`src/rtl/servo_pwm_decoder.sv`:
```
// Servo PWM receiver: measures each high pulse in prescaled tics, removes the base-pulse
// offset and reports a clamped 8-bit position, with malformed-pulse and loss-of-signal flags.
module servo_pwm_decoder #(
  parameter int unsigned CLK_DIV       = 94,
  parameter int unsigned OFFSET        = 46,
  parameter int unsigned MIN           = 0,
  parameter int unsigned MAX           = 255,
  parameter int unsigned HOME          = 127,
  parameter int unsigned MAX_TICKS     = 400,
  parameter int unsigned TIMEOUT_TICKS = 2560
) (
  input  logic       clk,
  input  logic       rst,
  input  logic       in_pwm,
  output logic [7:0] bitpos,
  output logic       valid,
  output logic       err,
  output logic       lost
);

  localparam int unsigned DivW = (CLK_DIV > 1) ? $clog2(CLK_DIV) : 1;

  typedef enum logic [1:0] {StWaitLow, StWaitRise, StMeasure, StDone} state_e;

  state_e          state_q, state_d;
  logic            sync1_q, sync2_q, prev_q;
  logic [1:0]      settle_q, settle_d;
  logic [DivW-1:0] divcnt_q, divcnt_d;
  logic [9:0]      wcnt_q, wcnt_d, wcnt_inc;
  logic [11:0]     pcnt_q, pcnt_d;
  logic [7:0]      bitpos_q, bitpos_d, pos_clamped;
  logic            valid_q, valid_d, err_q, err_d, lost_q, lost_d;
  logic            in_sync, rise, fall, tic, too_long;
  logic signed [10:0] diff;

  assign in_sync  = sync2_q;
  assign rise     = in_sync & ~prev_q;
  assign fall     = ~in_sync & prev_q;
  assign tic      = (divcnt_q == DivW'(CLK_DIV - 1));
  assign wcnt_inc = (tic && (wcnt_q != 10'h3ff)) ? wcnt_q + 10'd1 : wcnt_q;
  assign too_long = (32'(wcnt_inc) > MAX_TICKS);

  always_ff @(posedge clk) begin
    if (rst) begin
      state_q  <= StWaitLow;
      sync1_q  <= 1'b0;
      sync2_q  <= 1'b0;
      prev_q   <= 1'b0;
      settle_q <= 2'd0;
      divcnt_q <= '0;
      wcnt_q   <= '0;
      pcnt_q   <= '0;
      bitpos_q <= 8'(HOME);
      valid_q  <= 1'b0;
      err_q    <= 1'b0;
      lost_q   <= 1'b1;
    end else begin
      state_q  <= state_d;
      sync1_q  <= in_pwm;
      sync2_q  <= sync1_q;
      prev_q   <= sync2_q;
      settle_q <= settle_d;
      divcnt_q <= divcnt_d;
      wcnt_q   <= wcnt_d;
      pcnt_q   <= pcnt_d;
      bitpos_q <= bitpos_d;
      valid_q  <= valid_d;
      err_q    <= err_d;
      lost_q   <= lost_d;
    end
  end

  // Counters and synchroniser settling.
  always_comb begin
    // The synchroniser holds reset zeros for two cycles; ignore them so a pulse already
    // high at reset release is not mistaken for a fresh rising edge.
    settle_d = (settle_q != 2'd2) ? settle_q + 2'd1 : settle_q;

    if (rise)     divcnt_d = DivW'(CLK_DIV / 2);
    else if (tic) divcnt_d = '0;
    else          divcnt_d = divcnt_q + DivW'(1);

    if (rise)                         pcnt_d = '0;
    else if (tic && pcnt_q != 12'hfff) pcnt_d = pcnt_q + 12'd1;
    else                              pcnt_d = pcnt_q;

    if (rise)                        wcnt_d = '0;
    else if (state_q == StMeasure)   wcnt_d = wcnt_inc;
    else                             wcnt_d = wcnt_q;
  end

  always_comb begin
    state_d = state_q;
    unique case (state_q)
      StWaitLow:  if (settle_q == 2'd2 && !in_sync) state_d = StWaitRise;
      StWaitRise: if (rise) state_d = StMeasure;
      StMeasure: begin
        if (too_long)  state_d = StWaitLow;
        else if (fall) state_d = StDone;
      end
      StDone:     state_d = StWaitRise;
      default:    state_d = StWaitLow;
    endcase
  end

  always_comb begin
    diff = $signed({1'b0, wcnt_q}) - $signed(11'(OFFSET));
    if (diff < $signed(11'(MIN)))      pos_clamped = 8'(MIN);
    else if (diff > $signed(11'(MAX))) pos_clamped = 8'(MAX);
    else                               pos_clamped = diff[7:0];

    valid_d  = (state_q == StDone);
    err_d    = (state_q == StMeasure) && too_long;
    bitpos_d = valid_d ? pos_clamped : bitpos_q;

    if (valid_d)                                lost_d = 1'b0;
    else if (rise)                              lost_d = lost_q;
    else if (32'(pcnt_q) >= TIMEOUT_TICKS)      lost_d = 1'b1;
    else                                        lost_d = lost_q;
  end

  assign bitpos = bitpos_q;
  assign valid  = valid_q;
  assign err    = err_q;
  assign lost   = lost_q;

endmodule
```
`config.mk`:
```
export PLATFORM = sky130hd
export DESIGN_NAME = servo_pwm_decoder
export DESIGN_NICKNAME = d
export VERILOG_FILES = /design/src/rtl/servo_pwm_decoder.sv
export SDC_FILE = /design/constraint.sdc
export NUM_CORES = 1
export LEC_CHECK = 0
export CAP_MARGIN = 20
export CORE_MARGIN = 2
export CORE_UTILIZATION = 54
export CTS_CLUSTER_SIZE = 16
export DETAILED_ROUTE_END_ITERATION = 10
export GPL_TIMING_DRIVEN = 0
export PLACE_DENSITY = 0.82
export SKIP_CTS_REPAIR_TIMING = 1
export SLEW_MARGIN = 5
export SYNTH_ARGS = -nofsm -noshare
export SYNTH_HDL_FRONTEND = slang
export SYNTH_SLANG_ARGS = --single-unit
```
`constraint.sdc`:
```
create_clock -name clk -period 2.7 [get_ports clk]
set_input_delay 0.54 -clock clk [delete_from_list [all_inputs] [get_ports clk]]
set_output_delay 0.54 -clock clk [all_outputs]
set_load 0.05 [all_outputs]
```
==> results.txt <==
outcome -> complete, no violations
synthesized area per cell -> 8.535 um2
first-pass GRT wire length -> 8.438 mm
minimum clock period -> 2559 ps
Final Non-Filler Cells -> 390
Max-Slew Margin vs Limit -> 65.86%
Vias/cell -> 5.628
synth-to-layout area growth -> 16.55%
HPWL Detailed -> 3.672 mm
met2 global-route usage -> 32.63%
gr ovfl total -> 0
I/O Buffers -> 12
DIE AREA -> 0.005359 mm2
most common cell after layout, fill and taps aside -> dfxtp_1
Sequential Power Share -> 52.5%
Die H -> 73.21 um
clk root buf -> clkbuf_8
synth unique cells -> 49
worst vdd ir -> 0.3157 mV
Sw Ratio -> 27.90%
CTS Buf Count -> 5
CTS tree -> built
global route hottest layer -> met2
NetSw -> 0.0003978 W
Hold/Removal Path Class -> reg -> reg
Least-Margin Pin Slew -> 509.8 ps
DR WL/cell -> 13.42 um
Pre-antenna DRT Iters -> 4
commonest non-fill, non-tap cells in the layout -> dfxtp_1, nor2_1, inv_1
Site Rows -> 25
post-place setup slack -> -292.1 ps
Sinks on Clock Net -> 47
synthesis-stage register bit count -> 47
CTS H-tree depth -> 2
Synth Instances -> 303
number of synthesized flops with an enable pin -> 0
Max Clock Skew -> 7.479 ps
Reg clk slew, reported paths -> 90 ps
Slew Limit Fails -> 0
DIE WIDTH -> 73.21 um
DR iter-0 viols -> 99
YS warnings -> 0
number of global-route vias before repair -> 1854
# diodes -> 0
Combinational Power Share -> 15.2%
clock latency on the worst-skew pair -> 300 ps
Initial Util -> 55.49%
initial antenna violation count -> 0
Int Pwr -> 0.001028 W
CP max FO -> 6
Routed Antenna Nets -> 0
setup slack after layout -> 141.5 ps
Final setup viols -> 0
via count -> 2195
Crit path arrival time -> 2740 ps
Cell Area, Synth -> 0.002586 mm2
nets -> 351
period utilization -> 94.76%
GRT Total Usage -> 20.05%
FFs w/ async S/R, synth -> 0%
gpl congestion -> 0.8596
DRC viols -> 0
Startpoint Class -> flip-flop
Core Footprint -> 0.004661 mm2
leakage power -> 1.190 nW
Max Buffers Root-to-Sink -> 2
met3 Use GR -> 4.834%
RSZ-0062 raised after global routing -> true
worst hold slack -> 453.3 ps
Top FF cell, synth -> dfxtp_1
GR Util met1 -> 26.09%
Max-Cap Viols -> 0
final hold vios -> 0
Total Routed Length -> 5.235 mm
share of cells above drive strength 1 -> 15.48%
Clk pwr share -> 32.3%
Req. time, crit path -> 2880 ps
CP Capture Type -> flip-flop
sequential share of the synthesized area -> 36.38%
Mapped Nets -> 319
crit path kind -> reg -> reg
dpl cells -> 369
final core occ -> 64.67%
Peak Freq -> 390.8 MHz
IO Count -> 14
largest net degree at the start of global routing -> 16
PwrDens -> 473.0 mW/mm2
==> Yosys cell counts (3+ instances only) <==
cell | number | area share [%]
nand2b_1 | 7 | 1.7
dfxtp_1 | 47 | 36
mux2i_1 | 5 | 1.9
inv_1 | 22 | 3.2
nand2_1 | 19 | 2.8
nor3_1 | 5 | 0.97
o21ai_0 | 6 | 1.2
ha_1 | 13 | 6.3
and3_1 | 4 | 0.97
o21a_1 | 5 | 1.5
nor4_1 | 4 | 0.97
nor2b_1 | 7 | 1.7
nor2_1 | 39 | 5.7
a21oi_1 | 15 | 2.9
buf_2 | 5 | 0.97
xor2_1 | 14 | 4.7
mux2_2 | 3 | 1.3
nand3_1 | 10 | 1.9
o221ai_1 | 7 | 2.4
o21bai_1 | 3 | 0.87
nand4_1 | 8 | 1.9
clkbuf_1 | 9 | 1.3
or3_1 | 5 | 1.2
xnor2_1 | 10 | 3.4
==> cell type report <==
type / count / area [um2]
clock inverters: 2 / 16.27
well taps: 54 / 67.56
clock buffers: 6 / 82.58
multi-input cells: 217 / 1508
flip-flops and latches: 47 / 954.7
fillers: 394 / 1647
repair buffers: 25 / 212.7
inverters: 22 / 82.58
plain buffers: 17 / 90.09
==> per-stage QoR <==
step           total power [W]  setup TNS (ps)  area, um2
3_3_place_gp         0.0009631          -402.7       2774
6_report              0.001426               0       3014
5_1_grt               0.001505          -45.26       3014
2_1_floorplan        0.0009330               0       2586
4_1_cts               0.001426          -692.3       2873
3_5_place_dp         0.0009760          -578.1       2774
==> logic make-up after synthesis <==
| group | after synthesis | share of synthesized area (%) |
|---|---|---|
| AND/OR/NAND/NOR | 115 | 22.54 |
| AO/OA/AOI/OAI | 57 | 16.79 |
| flip-flops | 47 | 36.38 |
| buffers and inverters | 39 | 6.628 |
| XOR/XNOR | 24 | 8.128 |
| adder cells (fa/ha/maj) | 13 | 6.289 |
| multiplexers | 8 | 3.241 |
==> power groups by stage <==
stage	Combinational, W	Clock (W)	Sequential (W)
after CTS	0.000211	0.000465	0.000750
after global placement	0.000199	0	0.000764
after detailed placement	0.000211	0	0.000765
after floorplan	0.000165	0	0.000768
after global routing	0.000247	0.000504	0.000754
final	0.000217	0.000461	0.000748
==> critical path, stage by stage, from the launching register on <==
cell and delay, ps:
dfxtp_4 400, ha_4 150, nand4_1 200, nor4_4 400, mux2i_2 310, o211ai_1 170
o32ai_2 340, buf_4 180, nor2_1 40, a21oi_1 160, o32ai_2 90
==> metal layers <==
| metal | vias to the layer above | wire length [um] | share of wire (%) |
|---|---|---|---|
| met5 | - | 0 | 0 |
| met4 | 0 | 70 | 1.3 |
| met1 | 1005 | 2337 | 45 |
| met2 | 68 | 2511 | 48 |
| li1 | 1113 | - | - |
| met3 | 9 | 316 | 6.0 |
==> worst paths after layout <==
check        startpoint  slack, ps  depth (start not counted)          to
max           wcnt_q[1]        140                         10  state_q[1]
min             sync1_q        450                          1     in_sync
max reg2reg   wcnt_q[1]        140                         10  state_q[1]
min reg2reg     sync1_q        450                          1     in_sync
==> sequential cells by signal, indices dropped and copies added, names as in the netlist, 2 cells and up <==
signal	count
divcnt_q	7
pcnt_q	12
bitpos	8
state_q	2
wcnt_q	10
settle_q	2
Note: power is estimated with default switching activity, not from simulation.
